## src/rtl/flash_read_arbiter.sv

```systemverilog
// Two-port arbiter in front of the single flash read FSM: one read per grant.
// Optional WAIT watchdog enabled by defining FLASH_ARB_TIMEOUT_EN.
module flash_read_arbiter #(
    parameter int                ADDR_W         = 23,
    parameter logic [ADDR_W-1:0] MAX_ADDR       = 23'h7FFFF,
    parameter bit                ROUND_ROBIN    = 1'b1,
    parameter int                TIMEOUT_CYCLES = 1024
) (
    input  logic              clk,
    input  logic              rst,
    input  logic              req0,
    input  logic [ADDR_W-1:0] addr0,
    input  logic              req1,
    input  logic [ADDR_W-1:0] addr1,
    output logic              done0,
    output logic              done1,
    output logic              err,
    output logic [31:0]       rdata,
    output logic              flash_start,
    output logic [ADDR_W-1:0] flash_addr,
    input  logic              flash_finish,
    input  logic [31:0]       flash_data,
    output logic              busy
);

    localparam logic [2:0] S_IDLE     = 3'd0;
    localparam logic [2:0] S_CHECK    = 3'd1;
    localparam logic [2:0] S_ISSUE    = 3'd2;
    localparam logic [2:0] S_WAIT     = 3'd3;
    localparam logic [2:0] S_COMPLETE = 3'd4;

    logic [2:0] state;
    logic       owner;
    logic       last_grant;
    logic       grant;

`ifdef FLASH_ARB_TIMEOUT_EN
    localparam int CNT_W = (TIMEOUT_CYCLES > 1) ? $clog2(TIMEOUT_CYCLES) : 1;
    logic [CNT_W-1:0] wait_cnt;
`endif

    assign busy = (state != S_IDLE);

    // A lone request always wins; contention goes by policy.
    always_comb begin
        grant = req1;
        if (req0 && req1) begin
            grant = ROUND_ROBIN ? ~last_grant : 1'b0;
        end
    end

    always_ff @(posedge clk) begin
        if (rst) begin
            state       <= S_IDLE;
            owner       <= 1'b0;
            last_grant  <= 1'b1;
            done0       <= 1'b0;
            done1       <= 1'b0;
            err         <= 1'b0;
            rdata       <= '0;
            flash_start <= 1'b0;
            flash_addr  <= '0;
`ifdef FLASH_ARB_TIMEOUT_EN
            wait_cnt    <= '0;
`endif
        end else begin
            flash_start <= 1'b0;
            done0       <= 1'b0;
            done1       <= 1'b0;
            case (state)
                S_IDLE: begin
                    if (req0 || req1) begin
                        owner      <= grant;
                        flash_addr <= grant ? addr1 : addr0;
                        state      <= S_CHECK;
                    end
                end
                S_CHECK: begin
                    if (flash_addr > MAX_ADDR) begin
                        err   <= 1'b1;
                        done0 <= ~owner;
                        done1 <= owner;
                        state <= S_COMPLETE;
                    end else begin
                        flash_start <= 1'b1;
                        state       <= S_ISSUE;
                    end
                end
                S_ISSUE: begin
`ifdef FLASH_ARB_TIMEOUT_EN
                    wait_cnt <= '0;
`endif
                    state <= S_WAIT;
                end
                S_WAIT: begin
                    if (flash_finish) begin
                        rdata <= flash_data;
                        err   <= 1'b0;
                        done0 <= ~owner;
                        done1 <= owner;
                        state <= S_COMPLETE;
`ifdef FLASH_ARB_TIMEOUT_EN
                        wait_cnt <= '0;
                    end else if (wait_cnt == CNT_W'(TIMEOUT_CYCLES - 1)) begin
                        err      <= 1'b1;
                        done0    <= ~owner;
                        done1    <= owner;
                        wait_cnt <= '0;
                        state    <= S_COMPLETE;
                    end else begin
                        wait_cnt <= wait_cnt + 1'b1;
`endif
                    end
                end
                S_COMPLETE: begin
                    last_grant <= owner;
                    err        <= 1'b0;
                    state      <= S_IDLE;
                end
                default: state <= S_IDLE;
            endcase
        end
    end

endmodule

```

## config.mk

```make
export PLATFORM = sky130hd
export DESIGN_NAME = flash_read_arbiter
export DESIGN_NICKNAME = d
export VERILOG_FILES = /design/src/rtl/flash_read_arbiter.sv
export SDC_FILE = /design/constraint.sdc
export NUM_CORES = 1
export LEC_CHECK = 0
export BUFFER_PORTS_ARGS = -buffer_cell sky130_fd_sc_hd__buf_4
export CORE_UTILIZATION = 44
export DETAILED_ROUTE_END_ITERATION = 7
export GPL_ROUTABILITY_DRIVEN = 0
export PLACE_DENSITY = 0.8
export SETUP_SLACK_MARGIN = 0.2
export SLEW_MARGIN = 5
export SYNTH_ARGS = -nofsm -noshare
export SYNTH_HDL_FRONTEND = slang
export SYNTH_SLANG_ARGS = --single-unit
```

## constraint.sdc

```tcl
create_clock -name clk -period 2.4 [get_ports clk]
set_clock_uncertainty 0.15 [all_clocks]
set_input_delay 0.24 -clock clk [delete_from_list [all_inputs] [get_ports clk]]
set_output_delay 0.24 -clock clk [all_outputs]
set_load 0.03 [all_outputs]
```

; ---- After elaboration in Yosys (flattened, before gate mapping)
; Index checks and enable logic that the tools add are counted.
[classes]
bitwise = 3
n_reduce_logical = 10
order_cmp = 1
n_mux = 16
eq_ne = 7
[op_table]
columns = cell, n
row1 = 23-bit by 19-bit > comparator with 1-bit output (second input constant), 1
row2 = 23-bit two-way mux, 1
row3 = 3-bit case mux with 4 select lines, 1
row4 = 3-bit two-way mux, 3
row5 = 1-bit two-way mux, 8
row6 = 3-bit by 2-bit equality test with 1-bit output (second input constant), 2
row7 = 2-bit inequality test (second input constant), 3
row8 = 2-bit AND reduction, 3
row9 = 3-bit nonzero test, 2
row10 = 1-bit case mux with 2 select lines, 2
row11 = 3-bit by 1-bit equality test with 1-bit output (second input constant), 1
row12 = 3-bit equality test (second input constant), 1
row13 = 3-bit zero test, 1
row14 = 1-bit inverter, 3
row15 = 1-bit case mux with 3 select lines, 1
row16 = 3-bit AND reduction, 1
row17 = 2-bit OR reduction, 1
row18 = 1-bit logical AND, 1
row19 = 1-bit logical OR, 1
[totals]
register_bits = 64
out_inout_bits = 60

; ---- Logic depth before layout (Yosys ltp)
; Gate-level depths: netlist of run 1.
[logic_depth]
word_depth = 3
ltp_mapped = 6
mapped_depth_nobuf = 4

; ---- Least setup slack after synthesis of run 1
; Ideal clock, no wire load.
[synth_timing]
path_kind = flip-flop to flip-flop
startpoint = register flash_addr[22]
endpoint = register err
arrival_time_ns = 1.532
required_time_ns = 2.129
path_stages_with_launch = 4
path_slack_ns = 0.597
cell_sequence = dfxtp_1 or4_4 a211oi_1 mux2_2
[synth_between]
elab_chain_cells = 3
[synth_lines]
columns = element, line_no
row1 = "start, declared", 20  ; output logic [ADDR_W-1:0] flash_addr,
row2 = "start signal, assigned", 74  ; flash_addr <= grant ? addr1 : addr0;
row3 = 23-bit by 19-bit > comparator with 1-bit output, 79  ; if (flash_addr > MAX_ADDR) begin
row4 = 2-bit inequality test (no source line), n/a
row5 = 3-bit AND reduction (no source line), n/a
row6 = "end signal, assigned", 80  ; err <= 1'b1;
row7 = "end signal, assigned", 98  ; err <= 1'b0;
row8 = "end signal, assigned", 117  ; err <= 1'b0;
row9 = "end, declared", 17  ; output logic err,
; No other way between the ends.
; A chain may end at the register's enable or synchronous reset.

; ---- Worst setup path after layout of run 1
[layout_timing]
startpoint = register state[1]
endpoint = register rdata[0]
[layout_between]
elab_chain_cells = 2
[layout_lines]
columns = element, line_no
row1 = "start, declared", 32  ; logic [2:0] state;
row2 = "start signal, assigned", 54  ; state <= S_IDLE;
row3 = "start signal, assigned", 75  ; state <= S_CHECK;
row4 = "start signal, assigned", 83  ; state <= S_COMPLETE;
row5 = 3-bit by 2-bit equality test with 1-bit output, 70  ; case (state)
row6 = 2-bit AND reduction (no source line), n/a
row7 = "end signal, assigned", 97  ; rdata <= flash_data;
row8 = "end, declared", 18  ; output logic [31:0] rdata,
; No other way between the ends.

==> results of run 1 <==
==> power by group <==
part / switching (mW) / leakage [nW] / internal [mW] / total, mW
combinational: 0.436 / 1.11 / 0.344 / 0.780
clock: 0.397 / 0.110 / 0.581 / 0.978
sequential: 0.0669 / 0.523 / 1.16 / 1.23
==> layout by cell type, fill, tap and decap left out <==
cell / count
a211o_1: 1
a211oi_1: 1
a211oi_2: 1
a21bo_2: 1
a21oi_1: 34
a221oi_1: 23
a2bb2oi_1: 1
and3b_1: 1
and4b_1: 1
buf_4: 147
bufinv_16: 2
clkbuf_1: 1
clkbuf_8: 9
clkinv_2: 3
clkinv_4: 1
dfxtp_1: 64
dlygate4sd3_1: 22
inv_1: 26
mux2_2: 1
nand2_1: 66
nand4b_1: 1
nor2_1: 1
nor2b_1: 3
nor3_1: 5
nor3_4: 1
nor3b_1: 3
o21ai_0: 1
o21ai_2: 1
o32ai_1: 23
or2_2: 1
or3b_1: 1
or4_4: 1
==> kinds of logic after synthesis <==
group | Yosys count | synth area share (%)
AO/OA/AOI/OAI | 87 | 25.1
AND/OR/NAND/NOR | 85 | 15.4
flip-flops | 64 | 50.7
buffers and inverters | 53 | 8.32
multiplexers | 1 | 0.446
==> cell type report <==
class                   instances  area (µm²)
well taps                      72        90.1
repair buffers                169        1320
fillers                       400        1470
inverters                      26        97.6
clock buffers                  10         128
clock inverters                 6        83.8
multi-input cells             173        1030
flip-flops and latches         64        1280
==> final timing paths <==
check / to / from
setup / recovery: rdata[0] / state[1]
hold / removal: rdata[7] / flash_data[7]
setup reg to reg: rdata[0] / state[1]
hold reg to reg: rdata[15] / rdata[15]
==> sequential cells by signal, indices dropped and copies added, names as in the netlist <==
name / flops
owner: 1
state: 3
flash_addr: 23
done1: 1
last_grant: 1
rdata: 32
flash_start: 1
err: 1
done0: 1
==> worst register-to-register path: cells and delay by family (launching register included) <==
family	cells	cell delay, ns
AOI/OAI and AO/OA	1	0.16
buffers and inverters	1	0.33
DFF	1	0.52
and+or+nand+nor	2	0.61
==> per-layer routing <==
layer / up-vias / global-route usage [%] / routed length, µm
met1: 1297 / 28.2 / 2980
met5: - / 0 / 0
met3: 8 / 7.06 / 674
met2: 141 / 45.0 / 3810
met4: 0 / 12.1 / 104
li1: 1336 / - / -
==> per-stage QoR <==
stage	cell area (µm²)	util, %
2_1_floorplan	2520	-
3_3_place_gp	3610	65.5
3_5_place_dp	3610	65.5
4_1_cts	4040	73.3
5_1_grt	4040	73.3
6_report	4040	73.3
==> results.py, run 1 <==
metrics = {
    "outcome": {
        "status": "finished, final reports clean",
    },
    "synth": {
        "synth_seq_cells": 64,
        "synth_top_flop_cell": "dfxtp_1",
        "synth_top_cell_area_share_pct": 50.7,
        "synth_common_cells": "nand2_1 (66), dfxtp_1 (64), a21oi_1 (34)",
        "synth-edff-count": 0,
        "synth.most_common_cell": "nand2_1",
        "async_flop_share_pct": 0,
        "syn-num-nets": 373,
        "ys_types": 28,
        "synth_area_leaders": "dfxtp_1 (51%), nand2_1 (9.8%), a221oi_1 (8.0%)",
        "synth.avg_cell_area_um2": 8.71,
        "syn_area_um2": 2520,
        "synth_top_area_cell": "dfxtp_1",
        "synth_cells": 290,
        "synth_warnings": 0,
        "ys_seq_area_share_pct": 50.7,
    },
    "routing": {
        "drc_errors": 0,
        "drt-wirelength-per-cell_um": 14.6,
        "via_per_inst": 5.35,
        "drtIter0Drc": 92,
        "firstDrtPassIters": 4,
        "wl_um": 7570,
        "antenna_left": 0,
        "vias": 2782,
    },
    "die": {
        "coreArea_um2": 5510,
        "rows": 27,
        "die-area_um2": 6050,
        "start_util_pct": 45.9,
        "io_pins": 143,
        "die_w_um": 77.8,
        "die_y_um": 77.8,
    },
    "placed_design": {
        "dp_hpwl_um": 4900,
        "io_buffers": 142,
        "dp_slack_ns": 0.609,
        "post-place-cells": 482,
    },
    "setup_path": {
        "slowest_delay_ns": 0.52,
        "crit_cells": 4,
        "cpMaxStageDelayCell": "dfxtp_1",
        "crit_buf_inv": 1,
        "worstSetupStartpointType": "register",
        "crit_chain": "and4b_1 -> buf_4 -> nand2_1 -> a21oi_1",
        "path_max_fanout": 24,
        "end_kind": "register",
        "r2r_cells": 4,
        "worst-endpoint-required_ns": 2.50,
        "cp_top_family": "simple AND/OR/NAND/NOR gates",
        "crit_type": "reg -> reg",
        "r2r_slack_ns": 0.55,
        "worst-endpoint-arrival_ns": 1.95,
    },
    "final_layout": {
        "instances_no_fill": 520,
        "diodes": 0,
        "area_growth_pct": 59.9,
        "fin_nets": 526,
        "drive_above_1_share_pct": 37.7,
    },
    "grt": {
        "grt-ovfl-total": 0,
        "grt_pass1_wl_um": 11900,
        "antenna_found_initial": 0,
        "grt_pass1_vias": 2619,
        "grt_use_total_pct": 25.5,
        "grt_max_degree": 48,
    },
    "flow_run": {
        "drv_cap": 0,
    },
    "clock_tree": {
        "cts_buffers": 9,
        "cts-root-buf": "clkbuf_8",
        "cts_tree": "yes",
        "clockBufferDepth": 2,
        "clkSinkCount": 64,
        "postCtsSetupBuffers": 0,
        "clkTransAtPathRegs_ns": 0.07,
        "htree_levels": 3,
        "ctsResizeCount": 0,
        "postCtsHoldBufs": 22,
        "clk_latency_ns": 0.33,
    },
    "power_and_ir_drop": {
        "powerDensity_nw_per_um2": 739,
        "p_total_mw": 2.98,
        "p_leak_nw": 1.74,
        "ir_worst_vdd_v": 0.000443,
    },
    "sta": {
        "holdWs_ns": 0.0139,
        "max_slew_margin_pct": 37.2,
        "setup-violations-final": 0,
        "max_freq_ghz": 0.541,
        "worst_pin_slew_ns": 0.942,
        "min_period_ns": 1.85,
        "finalMaxSlewViolations": 0,
        "setup_slack_ns": 0.550,
        "setup_tns_ns": 0,
        "finalHoldViolations": 0,
        "rsz0062_at_grt": "false",
        "min_period_over_period_pct": 77.1,
    },
    "min_path": {
        "whs_path_depth": 3,
        "hold_class": "in -> reg",
    },
}
Note: power is estimated with default switching activity, not from simulation.
==> run 2, diff against run 1 <==
Settings changed: CORE_UTILIZATION 44 to 39, PLACE_DENSITY 0.8 to 0.75.
Clock period 2.4 ns to 1.5 ns, I/O delays scaled along.
==> run 2 against run 1 <==
Compared with the run above: largest power group is now combinational cells; highest routed layer unchanged; the flow now finishes with violations (setup timing); clock-buffer cell count up 1; fmax up 5.0%; combinational power rose to 3.0 times the previous value; cell count up 11%.
==> results.py, run 2 (synthesized netlist as in run 1, its figures left out) <==
metrics = {
    "flow_run": {
        "drv_cap": 0,
    },
    "routing": {
        "via_per_inst": 5.65,
        "antenna_left": 0,
        "drtIter0Drc": 220,
        "drc_errors": 0,
        "firstDrtPassIters": 4,
        "vias": 3254,
        "wl_um": 12100,
        "drt-wirelength-per-cell_um": 21.0,
    },
    "setup_path": {
        "r2r_cells": 3,
        "cp_top_family": "simple AND/OR/NAND/NOR gates",
        "r2r_slack_ns": -0.26,
        "end_kind": "register",
        "cpMaxStageDelayCell": "or4_4",
        "crit_chain": "or4_4 -> a211oi_2 -> mux2_4",
        "worstSetupStartpointType": "register",
        "worstReg2RegEnd": "err",
        "path_max_fanout": 3,
        "crit_buf_inv": 0,
        "worst-endpoint-required_ns": 1.58,
        "rr_startpoint": "flash_addr[22]",
        "worst-endpoint-arrival_ns": 1.84,
        "slowest_delay_ns": 0.56,
        "crit_type": "reg -> reg",
    },
    "sta": {
        "max_slew_margin_pct": 49.6,
        "finalMaxSlewViolations": 0,
        "worst_pin_slew_ns": 0.756,
        "max_freq_ghz": 0.568,
        "rsz0062_at_grt": "true",
        "finalHoldViolations": 0,
        "setup-violations-final": 31,
        "setup_slack_ns": -0.262,
        "setup_tns_ns": -4.03,
        "min_period_over_period_pct": 117,
        "min_period_ns": 1.76,
    },
    "grt": {
        "grt-ovfl-total": 0,
        "grt_pass1_vias": 3017,
        "antenna_found_initial": 0,
        "grt_pass1_wl_um": 14600,
        "grt_max_degree": 33,
        "grt_use_total_pct": 29.2,
    },
    "clock_tree": {
        "clkSinkCount": 64,
        "clkTransAtPathRegs_ns": 0.07,
        "htree_levels": 3,
        "clk_latency_ns": 0.34,
        "cts_buffers": 9,
        "cts-root-buf": "clkbuf_8",
        "cts_tree": "yes",
        "clockBufferDepth": 2,
    },
    "power_and_ir_drop": {
        "p_total_mw": 6.32,
        "p_leak_nw": 2.44,
        "powerDensity_nw_per_um2": 1160,
        "ir_worst_vdd_v": 0.00106,
    },
    "placed_design": {
        "io_buffers": 142,
        "dp_hpwl_um": 5320,
    },
    "die": {
        "start_util_pct": 41.4,
        "die-area_um2": 6800,
        "coreArea_um2": 6100,
        "io_pins": 143,
        "rows": 28,
        "die_y_um": 82.5,
        "die_w_um": 82.5,
    },
    "min_path": {
        "whs_path_depth": 3,
        "min_from": "addr1[12]",
        "worstHoldEndpoint": "flash_addr[12]",
        "hold_class": "in -> reg",
    },
    "final_layout": {
        "layout_common_cells": "buf_4 (153), dfxtp_1 (58), nand2_1 (34)",
        "area_growth_pct": 117,
        "reg_top3": "rdata x32, flash_addr x23, state x3",
        "layout_commonest_cell": "buf_4",
        "regMostFlops": "rdata",
        "diodes": 0,
        "fin_nets": 579,
        "drive_above_1_share_pct": 61.9,
        "largest_reg_flops": 32,
    },
    "outcome": {
        "status": "complete, but fails checks",
        "violations": "setup timing",
    },
}
[run 2: report_power, final]
| group | leakage (nW) | internal (mW) | total, mW | switching [mW] |
|---|---|---|---|---|
| Combinational | 1.79 | 1.22 | 2.36 | 1.15 |
| Sequential | 0.526 | 1.86 | 1.98 | 0.117 |
| Clock | 0.128 | 1.28 | 1.98 | 0.705 |
| Total | 2.44 | 4.35 | 6.32 | 1.97 |
[run 2: through the flow]
stage,setup slack (ns),cells,hold WS (ns),area (µm²),utilization (%)
after CTS,-0.183,570,0.00315,5020,82.4
after global routing,-0.294,576,0.0278,5470,89.7
after detailed placement,-0.188,501,0.259,3950,64.8
after floorplan,-0.203,290,0.136,2740,-
final,-0.262,576,0.0140,5470,89.7
after global placement,-0.174,501,0.247,3950,64.8
[run 2: worst register-to-register path: stages (launching register included)]
cell	delay [ns]
dfxtp_4	0.35
or4_4	0.56
a211oi_2	0.27
mux2_4	0.33
[run 2: layer usage]
metal / vias to the layer above / track usage, % / wire, µm
li1: 1446 / - / -
met1: 1604 / 33.1 / 4500
met2: 164 / 51.8 / 6440
met3: 40 / 5.49 / 713
met4: 0 / 15.3 / 449
met5: - / 0 / 0
[run 2: layout make-up]
| class | instances | area, µm² |
|---|---|---|
| Inverter | 26 | 97.6 |
| Clock buffer | 11 | 131 |
| Sequential cell | 64 | 1300 |
| Timing Repair Buffer | 222 | 2130 |
| Clock inverter | 5 | 129 |
| Tap cell | 75 | 93.8 |
| Multi-Input combinational cell | 173 | 1590 |
| Fill cell | 239 | 628 |
[run 2: timing repair]
action	in CTS	in global routing
cloned	6	3
buffers inserted	14	3
gates resized for setup	58	85
setup endpoints to repair	64	65
endpoints found under the hold margin	33	0
pin swaps	26	56
hold buffers	33	0
[run 2: worst max-delay path by stage]
stage | to | cells past startpoint | start | slack [ns]
3_5_place_dp | err | 3 | flash_addr[22] | -0.19
2_1_floorplan | err | 3 | flash_addr[22] | -0.20
6_report | err | 3 | flash_addr[22] | -0.26
3_3_place_gp | err | 3 | flash_addr[22] | -0.17
4_1_cts | err | 3 | flash_addr[22] | -0.18
5_1_grt | err | 3 | flash_addr[22] | -0.29
==> run 3, diff against run 2 <==
Settings changed: CORE_MARGIN from default to 3.
==> run 3 against run 2 <==
Compared with the run above: via count rose by 1.9%; clock power down 7%; die area is 9.9% higher; the flow still finishes with violations (setup timing); sequential cell count unchanged; largest power group unchanged; total power shrank 5.5%.
==> results.py, run 3 (synthesized netlist as in run 1, its figures left out) <==
metrics = {
    "grt": {
        "grt_use_total_pct": 27.8,
        "grt-ovfl-total": 0,
        "grt_pass1_vias": 3361,
        "antenna_found_initial": 1,
        "grt_max_degree": 33,
        "grt_pass1_wl_um": 16100,
    },
    "sta": {
        "max_freq_ghz": 0.589,
        "setup_tns_ns": -3.31,
        "rsz0062_at_grt": "true",
        "setup-violations-final": 50,
        "max_slew_margin_pct": 51.0,
        "min_period_over_period_pct": 113,
        "holdWs_ns": 0.0272,
        "finalHoldViolations": 0,
        "finalMaxSlewViolations": 0,
        "min_period_ns": 1.70,
        "setup_slack_ns": -0.197,
        "worst_pin_slew_ns": 0.734,
    },
    "power_and_ir_drop": {
        "switching_share_pct": 31.8,
        "p_clk_share_pct": 31.0,
        "p_total_mw": 5.97,
        "pwr-share-comb_pct": 36.0,
        "ir_worst_vdd_v": 0.000967,
        "seqPwrFrac_pct": 33.0,
        "p_leak_nw": 2.42,
        "internal_power_mw": 4.07,
        "p_sw_mw": 1.90,
        "powerDensity_nw_per_um2": 1100,
    },
    "clock_tree": {
        "clkSinkCount": 64,
        "clockBufferDepth": 2,
        "htree_levels": 3,
        "cts-root-buf": "clkbuf_8",
        "clk_latency_ns": 0.34,
        "clkTransAtPathRegs_ns": 0.07,
        "cts_tree": "yes",
        "cts_buffers": 9,
    },
    "final_layout": {
        "drive_above_1_share_pct": 62.6,
        "regMostFlops": "rdata",
        "reg_top3": "rdata x32, flash_addr x23, state x3",
        "final_core_util_pct": 89.0,
        "layout_common_cells": "buf_4 (155), dfxtp_1 (58), dlygate4sd3_1 (34)",
        "fin_nets": 584,
        "area_growth_pct": 115,
        "largest_reg_flops": 32,
        "layout_commonest_cell": "buf_4",
        "n_fill_cell": 260,
        "design_area_um2": 5420,
    },
    "routing": {
        "drc_errors": 0,
        "drtIter0Drc": 141,
        "antenna_left": 0,
        "wl_um": 12800,
        "drt-wirelength-per-cell_um": 22.0,
        "firstDrtPassIters": 4,
        "via_per_inst": 5.70,
        "vias": 3316,
    },
    "setup_path": {
        "slowest_delay_ns": 0.54,
        "cpMaxStageDelayCell": "or4_4",
        "worst-endpoint-arrival_ns": 1.80,
        "worst-endpoint-required_ns": 1.60,
        "worstSetupStartpointType": "register",
        "crit_chain": "or4_4 -> or3b_4 -> a211oi_2",
        "r2r_cells": 3,
        "end_kind": "register",
        "path_max_fanout": 3,
        "crit_type": "reg -> reg",
    },
    "die": {
        "die_y_um": 86.5,
        "die_w_um": 86.5,
        "die-area_um2": 7480,
        "coreArea_um2": 6100,
        "rows": 28,
        "io_pins": 143,
        "start_util_pct": 41.4,
    },
    "outcome": {
        "violations": "setup timing",
        "status": "complete, but fails checks",
    },
    "placed_design": {
        "place_area_um2": 3920,
        "dp_hpwl_um": 5580,
        "io_buffers": 142,
    },
    "min_path": {
        "hold_class": "in -> reg",
        "whs_path_depth": 3,
    },
    "flow_run": {
        "drv_cap": 0,
    },
}
[run 3: changes by cell type in the layout (fill, tap and decap cells not counted), moves of 2 or more]
cell / before / now
buf_6: 13 / 21
buf_12: 12 / 7
nand2_2: 6 / 11
clkbuf_16: 2 / 5
nand2_4: 26 / 23
a221oi_2: 20 / 22
a221oi_4: 3 / 1
buf_16: 6 / 4
buf_4: 153 / 155
buf_8: 3 / 1
nand2_1: 34 / 32
[run 3: through the flow]
stage / setup WS (ns) / instances
CTS: -0.203 / 569
finish: -0.197 / 582
global placement: -0.176 / 501
global route: -0.237 / 582
detailed placement: -0.192 / 501
floorplan: -0.203 / 290
[run 3: repair_timing]
action / 4_1_cts / 5_1_grt
buffers inserted: 11 / 9
cloned: 7 / 3
endpoints found under the setup margin: 65 / 66
resized for setup: 87 / 59
hold endpoints to repair: 33 / 0
hold buffers: 34 / 0
pin swaps: 29 / 31
[run 3: path summary, 6_finish.rpt]
path              slack [ns]           start        endpoint
setup / recovery       -0.20  flash_addr[20]        state[1]
hold / removal          0.03       addr1[16]  flash_addr[16]
setup reg to reg       -0.20  flash_addr[20]        state[1]
hold reg to reg         0.32       rdata[12]       rdata[12]
[run 3: layout make-up]
| class | instances | area [µm²] | area share, % |
|---|---|---|---|
| Sequential cell | 64 | 1300 | 23.9 |
| Clock inverter | 5 | 104 | 1.91 |
| Tap cell | 75 | 93.8 | 1.73 |
| Clock buffer | 11 | 141 | 2.61 |
| Inverter | 26 | 100 | 1.85 |
| Antenna cell | 1 | 2.50 | 0.0461 |
| Timing Repair Buffer | 227 | 2130 | 39.3 |
| Multi-Input combinational cell | 173 | 1550 | 28.6 |
[run 3: power by group through the flow]
stage / Combinational [mW] / Clock, mW / Sequential [mW]
finish: 2.15 / 1.85 / 1.97
global route: 2.23 / 1.95 / 1.98
CTS: 1.96 / 1.83 / 1.95
detailed placement: 1.50 / 0 / 1.99
global placement: 1.48 / 0 / 1.98
floorplan: 0.644 / 0 / 2.24
[run 3: worst max-delay path: cells and delay by family, from the launching register on]
family,cells,cell delay (ns)
and+or+nand+nor,2,0.95
DFF,1,0.32
AOI/OAI and AO/OA,1,0.19
[run 3: layer usage]
metal	track usage (%)	routed length [µm]
met1	29.8	4560
met2	50.1	6630
met3	5.51	814
met4	16.1	783
met5	0	0
